[src/rtl/pc_pkg.sv]
// ---------------------------------------------------------------------------
// pc_pkg
// Shared definitions for the program-counter redirect slice.
//   PC_WIDTH  : default PC / address width in bits
//   PC_RESET  : default PC value loaded while rst_n is low
//   clog2()   : width of a channel-index field (never narrower than 1 bit)
// ---------------------------------------------------------------------------
package pc_pkg;

  localparam int PC_WIDTH = 6;
  localparam int PC_RESET = 0;

  // Returns ceil(log2(n)) but never less than 1.
  // With a single channel the index field still needs one bit to exist.
  function automatic int clog2(input int n);
    int r;
    int v;
    r = 0;
    v = 1;
    while (v < n) begin
      v = v << 1;
      r++;
    end
    return (r < 1) ? 1 : r;
  endfunction

endpackage

[src/rtl/pc_redirect_sel_if.sv]
// ---------------------------------------------------------------------------
// pc_redirect_sel_if
// Redirect request bus between the redirect sources and the PC selector.
//   req_valid : per-channel redirect request (source -> selector)
//   req_addr  : flattened targets, channel i at [i*WIDTH +: WIDTH]
//   req_ready : one-hot or zero accept from the selector
// master = redirect sources, slave = pc_redirect_sel.
// ---------------------------------------------------------------------------
interface pc_redirect_sel_if #(
  parameter int WIDTH = 6,
  parameter int NCH   = 2
);

  logic [NCH-1:0]       req_valid;
  logic [NCH*WIDTH-1:0] req_addr;
  logic [NCH-1:0]       req_ready;

  modport master (output req_valid, output req_addr, input req_ready);
  modport slave  (input req_valid, input req_addr, output req_ready);

endinterface

[src/rtl/pc_req_arb.sv]
// ---------------------------------------------------------------------------
// pc_req_arb
// Combinational fixed-priority arbiter; channel 0 has the highest priority.
//   valid_i : request vector
//   block_i : suppresses the grant (winner index and any_o still computed)
//   grant_o : one-hot grant of the winner, or zero
//   any_o   : at least one request is valid
//   idx_o   : index of the lowest-numbered valid channel
// ---------------------------------------------------------------------------
module pc_req_arb
  import pc_pkg::*;
#(
  parameter int NCH = 2,
  parameter int IW  = clog2(NCH)
) (
  input  logic [NCH-1:0] valid_i,
  input  logic           block_i,
  output logic [NCH-1:0] grant_o,
  output logic           any_o,
  output logic [IW-1:0]  idx_o
);

  // Scan from the highest index down so the lowest valid index is the last
  // one written and therefore wins. The winner is still reported while
  // blocked because the top level needs its address to fill the buffer.
  always_comb begin
    any_o   = 1'b0;
    idx_o   = '0;
    grant_o = '0;
    for (int i = NCH - 1; i >= 0; i--) begin
      if (valid_i[i]) begin
        any_o = 1'b1;
        idx_o = IW'(i);
      end
    end
    if (any_o && !block_i) begin
      grant_o = NCH'(1) << idx_o;
    end
  end

endmodule

[src/rtl/pc_redirect_sel.sv]
// ---------------------------------------------------------------------------
// pc_redirect_sel
// Next-PC selector and PC register with N prioritised redirect channels and
// a one-entry pending buffer for redirects that arrive during a stall.
//   clk        : clock, all state updates on the rising edge
//   rst_n      : synchronous active-low reset
//   adv        : advance the PC this edge (0 = stall, PC holds)
//   req        : redirect bus (slave side): valid / addr in, ready out
//   pc         : registered program counter
//   redirected : pulse, last update loaded the PC from a redirect
//   wrapped    : pulse, last sequential increment carried out of WIDTH bits
//   pend_full  : pending buffer holds an accepted redirect
// ---------------------------------------------------------------------------
module pc_redirect_sel
  import pc_pkg::*;
#(
  parameter int WIDTH    = PC_WIDTH,
  parameter int NCH      = 2,
  parameter int STEP     = 1,
  parameter int RESET_PC = PC_RESET
) (
  input  logic               clk,
  input  logic               rst_n,
  input  logic               adv,
  pc_redirect_sel_if.slave   req,
  output logic [WIDTH-1:0]   pc,
  output logic               redirected,
  output logic               wrapped,
  output logic               pend_full
);

  localparam int               IW     = clog2(NCH);
  localparam logic [WIDTH-1:0] STEP_W = WIDTH'(STEP);
  localparam logic [WIDTH-1:0] RST_W  = WIDTH'(RESET_PC);

  logic [WIDTH-1:0] pc_q, pc_d;
  logic [WIDTH-1:0] pend_addr_q, pend_addr_d;
  logic             pend_q, pend_d;
  logic             red_q, red_d;
  logic             wrap_q, wrap_d;

  logic [NCH-1:0]   grant;
  logic             anyValid;
  logic [IW-1:0]    winIdx;
  logic [WIDTH-1:0] winAddr;
  logic [WIDTH:0]   incSum;

  // A full buffer (or reset) blocks every grant, so at most one redirect is
  // ever outstanding and drain/refill can never share an edge.
  pc_req_arb #(
    .NCH (NCH),
    .IW  (IW)
  ) u_arb (
    .valid_i (req.req_valid),
    .block_i (pend_q || !rst_n),
    .grant_o (grant),
    .any_o   (anyValid),
    .idx_o   (winIdx)
  );

  assign winAddr       = req.req_addr[winIdx*WIDTH +: WIDTH];
  assign req.req_ready = grant;

  // One extra bit so the carry out of the increment becomes the wrap flag.
  assign incSum = {1'b0, pc_q} + {1'b0, STEP_W};

  // Next-state selection. On an advance the buffered redirect beats any new
  // request, a new request beats the sequential step. On a stall the PC
  // holds and the winning request, if any, is parked in the buffer.
  always_comb begin
    pc_d        = pc_q;
    pend_d      = pend_q;
    pend_addr_d = pend_addr_q;
    red_d       = 1'b0;
    wrap_d      = 1'b0;
    if (adv) begin
      if (pend_q) begin
        pc_d   = pend_addr_q;
        pend_d = 1'b0;
        red_d  = 1'b1;
      end else if (anyValid) begin
        pc_d  = winAddr;
        red_d = 1'b1;
      end else begin
        pc_d   = incSum[WIDTH-1:0];
        wrap_d = incSum[WIDTH];
      end
    end else if (!pend_q && anyValid) begin
      pend_addr_d = winAddr;
      pend_d      = 1'b1;
    end
  end

  // State registers; reset drops any parked redirect.
  always_ff @(posedge clk) begin
    if (!rst_n) begin
      pc_q        <= RST_W;
      pend_q      <= 1'b0;
      pend_addr_q <= '0;
      red_q       <= 1'b0;
      wrap_q      <= 1'b0;
    end else begin
      pc_q        <= pc_d;
      pend_q      <= pend_d;
      pend_addr_q <= pend_addr_d;
      red_q       <= red_d;
      wrap_q      <= wrap_d;
    end
  end

  assign pc         = pc_q;
  assign redirected = red_q;
  assign wrapped    = wrap_q;
  assign pend_full  = pend_q;

endmodule
[src/flat_wrapper.sv]
// flat-port wrapper written by rule: the top's interface ports become plain ports
module pc_redirect_sel_flat import pc_pkg::*;
#(
  parameter int WIDTH    = PC_WIDTH,
  parameter int NCH      = 2,
  parameter int STEP     = 1,
  parameter int RESET_PC = PC_RESET
)
  (clk, rst_n, adv, pc, redirected, wrapped, pend_full, req_req_valid, req_req_addr, req_req_ready);
  pc_redirect_sel_if #(.WIDTH(WIDTH), .NCH(NCH)) req_i ();
  input  logic clk;
  input  logic rst_n;
  input  logic adv;
  output logic [WIDTH-1:0] pc;
  output logic redirected;
  output logic wrapped;
  output logic pend_full;
  input wire logic [$bits(req_i.req_valid)-1:0] req_req_valid;
  input wire logic [$bits(req_i.req_addr)-1:0] req_req_addr;
  output wire logic [$bits(req_i.req_ready)-1:0] req_req_ready;
  assign req_i.req_valid = req_req_valid;
  assign req_i.req_addr = req_req_addr;
  assign req_req_ready = req_i.req_ready;
  pc_redirect_sel #(.WIDTH(WIDTH), .NCH(NCH), .STEP(STEP), .RESET_PC(RESET_PC)) u_core (.clk(clk), .rst_n(rst_n), .adv(adv), .req(req_i), .pc(pc), .redirected(redirected), .wrapped(wrapped), .pend_full(pend_full));
endmodule
[config.mk]
export PLATFORM = sky130hd
export DESIGN_NAME = pc_redirect_sel_flat
export DESIGN_NICKNAME = d
export VERILOG_FILES = /design/src/rtl/pc_pkg.sv /design/src/rtl/pc_redirect_sel_if.sv /design/src/rtl/pc_req_arb.sv /design/src/rtl/pc_redirect_sel.sv /design/src/flat_wrapper.sv
export SDC_FILE = /design/constraint.sdc
export NUM_CORES = 1
export LEC_CHECK = 0
export CORE_UTILIZATION = 45
export CTS_CLUSTER_DIAMETER = 150
export DETAILED_ROUTE_END_ITERATION = 7
export PLACE_DENSITY = 0.79
export SLEW_MARGIN = 20
export SYNTH_ARGS = -nofsm -noshare
export SYNTH_HDL_FRONTEND = slang
export SYNTH_SLANG_ARGS = --single-unit
export TNS_END_PERCENT = 5
[constraint.sdc]
create_clock -name clk -period 1.9 [get_ports clk]
set_clock_uncertainty 0.2 [all_clocks]
set_input_delay 0.57 -clock clk [delete_from_list [all_inputs] [get_ports clk]]
set_output_delay 0.57 -clock clk [all_outputs]
set_load 0.01 [all_outputs]
==> results of run 1 <==
[power breakdown]
part / total, mW / switching, mW / leakage, nW / internal [mW]
Clock: 0.188 / 0.110 / 0.0177 / 0.0779
Combinational: 0.214 / 0.0968 / 0.438 / 0.117
Sequential: 0.356 / 0.0178 / 0.126 / 0.338
Total: 0.758 / 0.224 / 0.581 / 0.533
[sequential cells by signal, summed over array words and instances, names as in the netlist]
name	cells
u_core.pc	6
u_core.wrapped	1
u_core.pend_full	1
u_core.pend_addr_q	6
u_core.redirected	1
[logic make-up after synthesis]
kind of cell / synth area share [%]
adder cells (fa/ha/maj): 1.43
AO/OA/AOI/OAI: 29.4
AND/OR/NAND/NOR: 26.3
buffers and inverters: 7.32
multiplexers: 1.15
flip-flops: 34.4
[Yosys cell counts (2+ instances only)]
master | n | area, um2
and3_1 | 3 | 18.8
nand3_1 | 5 | 25.0
nor2_1 | 11 | 41.3
buf_6 | 4 | 45.0
nor3_1 | 3 | 15.0
a21oi_1 | 4 | 20.0
o21ai_1 | 5 | 25.0
dfxtp_1 | 15 | 300
a311oi_2 | 4 | 60.1
nand2_1 | 17 | 63.8
inv_2 | 2 | 7.51
o21ai_0 | 6 | 30.0
a311oi_1 | 2 | 17.5
nor2b_1 | 2 | 12.5
o31a_1 | 2 | 17.5
clkbuf_1 | 2 | 7.51
[metal layers]
metal | vias up | share of wire, %
li1 | 476 | -
met2 | 26 | 50
met4 | 0 | 1.8
met1 | 420 | 44
met3 | 4 | 4.2
met5 | - | 0
[final cells by class]
class	count	area (um2)	area share, %
multi-input combinational	81	518	39.6
timing repair buffer	46	413	31.6
sequential	15	307	23.4
tap	25	31.3	2.39
clock buffer	3	22.5	1.72
inverter	3	11.3	0.861
clock inverter	1	5.00	0.383
[critical path, cell delays in order]
cell and delay (ns):
buf_6 0.09, or2b_1 0.24, nor3_2 0.14, buf_2 0.16
[how the worst min path moves through the flow]
stage / slack [ns] / start / end / cells after the start
2_1_floorplan: 0.28 / u_core.pend_addr_q[2] / u_core.pend_addr_q[2] / 2
3_3_place_gp: 0.28 / u_core.pc[5] / u_core.wrapped / 2
3_5_place_dp: 0.28 / u_core.pc[5] / u_core.wrapped / 2
4_1_cts: 0.28 / u_core.pc[5] / u_core.wrapped / 2
5_1_grt: 0.31 / u_core.pc[5] / u_core.wrapped / 2
6_report: 0.28 / u_core.pc[5] / u_core.wrapped / 2
[what timing repair did]
action / CTS / global route
endpoints found under the hold margin: 0 / 0
endpoints found under the setup margin: 17 / 6
pin swaps: 1 / 3
gates resized for setup: 35 / 5
buffers inserted: 2 / 0
[cell usage in the layout, fill, tap and decap left out, types with 2 or more instances in the layout]
cell / synthesis / routed
nor3_1: 3 / 2
a311oi_2: 4 / 4
dlygate4sd2_1: 0 / 8
clkbuf_4: 0 / 3
o31a_1: 2 / 2
clkdlybuf4s50_1: 0 / 12
buf_4: 0 / 17
buf_6: 4 / 4
nor2_1: 11 / 11
and3_1: 3 / 2
dfxtp_2: 0 / 5
nand2_1: 17 / 17
dlymetal6s2s_1: 0 / 2
nor2b_1: 2 / 2
inv_2: 2 / 2
o21ai_1: 5 / 5
dfxtp_1: 15 / 10
nand3_1: 5 / 5
nor3_2: 1 / 2
a21oi_1: 4 / 4
a311oi_1: 2 / 2
o21ai_0: 6 / 6
[stage by stage]
step / area [um2] / total power, mW / TNS, ns / hold slack [ns]
after floorplan: 878 / 0.469 / -0.0322 / 0.276
after global placement: 1250 / 0.571 / -5.17 / 0.276
after detailed placement: 1250 / 0.576 / -5.44 / 0.283
after CTS: 1300 / 0.761 / -0.257 / 0.282
after global routing: 1310 / 0.808 / -0.128 / 0.315
final: 1310 / 0.758 / -0.0899 / 0.279
==> flow_summary.json, run 1 <==
{
  "status": "finished with violations",
  "failed_checks": "setup timing",
  "drive_above_1_share_pct": 30.9,
  "final_antenna_net_count": 0,
  "crit_required_ns": 1.13,
  "peakVddDrop_mv": 0.375,
  "max_slew.worst_pin.slew_ns": 0.289,
  "clkTransAtPathRegs_ns": 0.10,
  "slew_headroom_pct": 80.7,
  "end_kind": "output port",
  "r2r-end": "u_core.pc[4]",
  "clockBufferDepth": 2,
  "drc": 0,
  "synth_cell_type_count": 34,
  "hold_class": "register to register",
  "dpl.hpwl_um": 1690,
  "busiest_layer": "met2",
  "grt_use_met2_pct": 42.0,
  "die_h_um": 46.0,
  "setup_viol": 2,
  "r2r_start": "u_core.pend_full",
  "vias": 926,
  "start_util_pct": 49.4,
  "ios": 28,
  "netlist_instances": 105,
  "grt_usage_pct": 24.7,
  "root_buffer": "clkbuf_4",
  "leakage_nw": 0.581,
  "num_rows": 15,
  "place_worst_setup_slack_ns": -0.860,
  "crit_type": "primary input to output port",
  "final.fill_count": 152,
  "synth_edf_count": 0,
  "die_w_um": 46.0,
  "ys.flop_type": "dfxtp_1",
  "clk-insertion-delay-late_ns": 0.28,
  "p_per_area_nw_per_um2": 580,
  "cp_max_fo": 2,
  "cts_tree": "done",
  "fin_crit_sh_pct": 104,
  "place.gp.congestion": 0.854,
  "drv_cap": 0,
  "syn_nets": 123,
  "start_kind": "primary input",
  "clock_sinks": 15,
  "nNetsFinal": 168,
  "die_area_um2": 2120,
  "cp.arrival_ns": 1.20,
  "async_flop_share_pct": 0,
  "cts.htree.levels": 1,
  "numCtsBuffers": 3,
  "grt_pass1_vias": 891,
  "diodes": 0,
  "timing.fmax_mhz": 507,
  "drtPass1Iterations": 4,
  "r2r_cells": 5,
  "drtIter0Drc": 17,
  "ctsHoldBuffers": 0,
  "synth_warnings": 0,
  "rsz0062_at_grt": "yes",
  "wl_um": 2170,
  "grt_max_degree": 12,
  "endpoint": "req_req_ready[1]",
  "layout.cells.non_filler": 174,
  "dpl.cell_count": 168,
  "numPortBuffers": 27,
  "startpoint": "req_req_valid[0]",
  "grt_overflow": 0,
  "groute.layer.met1.usage_pct": 30.6,
  "min_period_ns": 1.97,
  "grt_pass1_wl_um": 3710,
  "hold_viol": 0,
  "fin_util_pct": 74.1,
  "maxSlewViolCount": 0,
  "syn-cell-area_um2": 872,
  "r2r_slack_ns": 0.29,
  "grt_use_met3_pct": 3.97,
  "wire_per_inst_um": 12.5,
  "coreArea_um2": 1760,
  "yosysSeqAreaShare_pct": 34.4,
  "setup_ws_ns": -0.0735,
  "avgSynthCellArea_um2": 8.31,
  "area_growth_pct": 49.9,
  "vias_per_cell": 5.32,
  "ys_seq_elements": 15,
  "grt_antenna_before_repair": 0
}
Power figures use the tool's default switching activity.
==> run 2, diff against run 1 <==
--- a/config.mk
+++ b/config.mk
@@ -5,12 +5,14 @@
 export SDC_FILE = /design/constraint.sdc
 export NUM_CORES = 1
 export LEC_CHECK = 0
-export CORE_UTILIZATION = 45
+export CAP_MARGIN = 20
+export CORE_UTILIZATION = 44
 export CTS_CLUSTER_DIAMETER = 150
 export DETAILED_ROUTE_END_ITERATION = 7
 export PLACE_DENSITY = 0.79
 export SLEW_MARGIN = 20
 export SYNTH_ARGS = -nofsm -noshare
 export SYNTH_HDL_FRONTEND = slang
+export SYNTH_HIERARCHICAL = 1
 export SYNTH_SLANG_ARGS = --single-unit
 export TNS_END_PERCENT = 5
==> run 2 against run 1 <==
  * The flow now finishes without violations
  * Setup slack improved by 0.12 ns
  * Die area decreased by 3.0%
  * Total power fell by 3.8%
  * Non-clock buffer count fell by 3
  * Register-to-register slack improved by 0.19 ns
  * Clock power down 7%
  * Sequential power about the same
  * First-iteration DRC count is 5.9% higher
  * Worst hold slack better by 0.011 ns
  * Routed wire length shrank 6.1%
  * Critical endpoint unchanged
==> flow_summary.json, run 2 <==
{
  "status": "finished clean",
  "grt_overflow": 0,
  "grt_pass1_wl_um": 3190,
  "start_util_pct": 47.3,
  "holdPathEnd": "u_core/wrapped",
  "synth_most_common_cell": "dfxtp_1",
  "grt_usage_pct": 21.9,
  "hold-worst-slack_ns": 0.290,
  "area_growth_pct": 51.7,
  "vias_per_cell": 5.31,
  "numPortBuffers": 27,
  "ios": 28,
  "dpl.hpwl_um": 1460,
  "die_w_um": 45.3,
  "final_cell_area_um2": 1250,
  "async_flop_share_pct": 0,
  "synth_cell_type_count": 33,
  "coreArea_um2": 1750,
  "timing.fmax_mhz": 539,
  "layout.cells.non_filler": 159,
  "final.fill_count": 146,
  "cts.htree.levels": 1,
  "clockBufferDepth": 2,
  "synth_warnings": 6,
  "power_mw": 0.729,
  "cp_num_buf_inv": 2,
  "place_worst_setup_slack_ns": -0.729,
  "avgSynthCellArea_um2": 8.88,
  "syn-cell-area_um2": 826,
  "synth_top_area_cell": "dfxtp_1",
  "r2r_cells": 5,
  "vias": 845,
  "start_kind": "primary input",
  "clkTransAtPathRegs_ns": 0.08,
  "multi_input_area_um2": 509,
  "register_area_um2": 305,
  "cp.arrival_ns": 1.08,
  "setup_viol": 0,
  "end_kind": "output port",
  "fin_crit_sh_pct": 97.6,
  "r2r_start": "u_core/pend_full",
  "root_buffer": "clkbuf_4",
  "syn_nets": 111,
  "dpl-instance-area_um2": 1200,
  "fin_util_pct": 71.8,
  "cts_tree": "done",
  "worstHoldStart": "u_core/pc[5]",
  "nNetsFinal": 153,
  "setup_ws_ns": 0.0457,
  "grt_pass1_vias": 772,
  "min_path_cells": 2,
  "crit_type": "primary input to output port",
  "hold_class": "register to register",
  "clock_sinks": 15,
  "p_per_area_nw_per_um2": 582,
  "final_antenna_net_count": 0,
  "synth_top_area_share_pct": 36.4,
  "cpMaxStageDelayCell": "dlygate4sd2_1",
  "numCtsBuffers": 3,
  "synthTopCellsByCount": "15 x dfxtp_1, 12 x nand2_1, 6 x mux2i_1",
  "r2r-end": "u_core/pend_addr_q[5]",
  "maxSlewViolCount": 0,
  "slew_headroom_pct": 84.8,
  "min_period_ns": 1.85,
  "die_area_um2": 2050,
  "leakage_nw": 0.584,
  "ys.flop_type": "dfxtp_1",
  "fin_tns_setup_ns": 0,
  "netlist_instances": 93,
  "place.gp.congestion": 0.870,
  "cp_top_family": "buffers and inverters",
  "cts_setup_buffers": 0,
  "synth_edf_count": 0,
  "crit_required_ns": 1.13,
  "grt_max_degree": 15,
  "drive_above_1_share_pct": 32.1,
  "diodes": 0,
  "drv_cap": 0,
  "drc": 0,
  "die_h_um": 45.3,
  "r2r_slack_ns": 0.48,
  "max_slew.worst_pin.slew_ns": 0.221,
  "cpPeakStageDelay_ns": 0.23,
  "ys_seq_elements": 15,
  "drtIter0Drc": 18,
  "drtPass1Iterations": 4,
  "cp_max_fo": 2,
  "yosysSeqAreaShare_pct": 36.4,
  "num_rows": 15,
  "wire_per_inst_um": 12.8,
  "grt_antenna_before_repair": 0,
  "rsz0062_at_grt": "yes",
  "yosys-top-cells-area": "dfxtp_1 36%, mux2i_1 7.3%, o211a_1 6.1%",
  "peakVddDrop_mv": 0.433,
  "hold_viol": 0,
  "mostFrequentLayoutCells": "14 x buf_4, 13 x clkdlybuf4s50_1, 11 x nand2_1, 11 x dfxtp_1, 8 x dlygate4sd2_1",
  "clk-insertion-delay-late_ns": 0.27,
  "wl_um": 2040,
  "dpl.cell_count": 155,
  "layout_commonest_cell": "buf_4",
  "crit_chain": "dlygate4sd2_1 > nor3b_2 > buf_2"
}
==> run 2: worst max-delay path by stage <==
stage	from	endpoint	slack [ns]	cells past startpoint
floorplan	rst_n	req_req_ready[1]	0.09	3
global placement	rst_n	req_req_ready[1]	-0.71	4
detailed placement	rst_n	req_req_ready[1]	-0.73	4
CTS	req_req_valid[1]	u_core/pc[3]	0.009	7
global route	u_core/pend_full	req_req_ready[1]	-0.02	4
finish	req_req_valid[1]	req_req_ready[1]	0.05	3
==> run 2: cells by family (layout without fill, tap and decap cells) <==
family / after synthesis / after routing / synth area share, %
simple gates: 36 / 36 / 24.7
compound gates: 26 / 26 / 22.6
flops: 15 / 15 / 36.4
buf+inv: 8 / 49 / 6.21
mux: 7 / 7 / 8.64
fa+ha+maj: 1 / 1 / 1.51
==> run 2: timing repair <==
item	CTS	global route
cloned	0	0
endpoints found under the setup margin	24	16
hold buffers	0	0
gates resized for setup	28	12
pin swaps	3	2
==> run 2: final cells by class <==
| type | instances | area share (%) |
|---|---|---|
| sequential | 15 | 24.4 |
| tap | 25 | 2.50 |
| clock buffer | 4 | 2.10 |
| multi-input combinational | 70 | 40.7 |
| timing repair buffer | 43 | 29.8 |
| inverter | 2 | 0.599 |
==> run 2: worst register-to-register path: cells and delay by family, from the launching register on <==
family        cells  cell delay [ns]
flops             1             0.33
buf+inv           2             0.31
simple gates      2             0.31
mux               1             0.17
==> run 2: power by group <==
group	total [mW]	internal [mW]	leakage, nW	switching, mW
registers	0.355	0.338	0.125	0.0171
logic	0.199	0.112	0.444	0.0864
clock network	0.175	0.0813	0.0150	0.0938
total	0.729	0.532	0.584	0.197
==> run 2: routing by layer <==
metal  global-route usage [%]  routed length [um]
met5                        0                   0
met3                     4.40                 137
met1                     24.3                 848
met2                     38.8                1030
met4                     11.5                  25
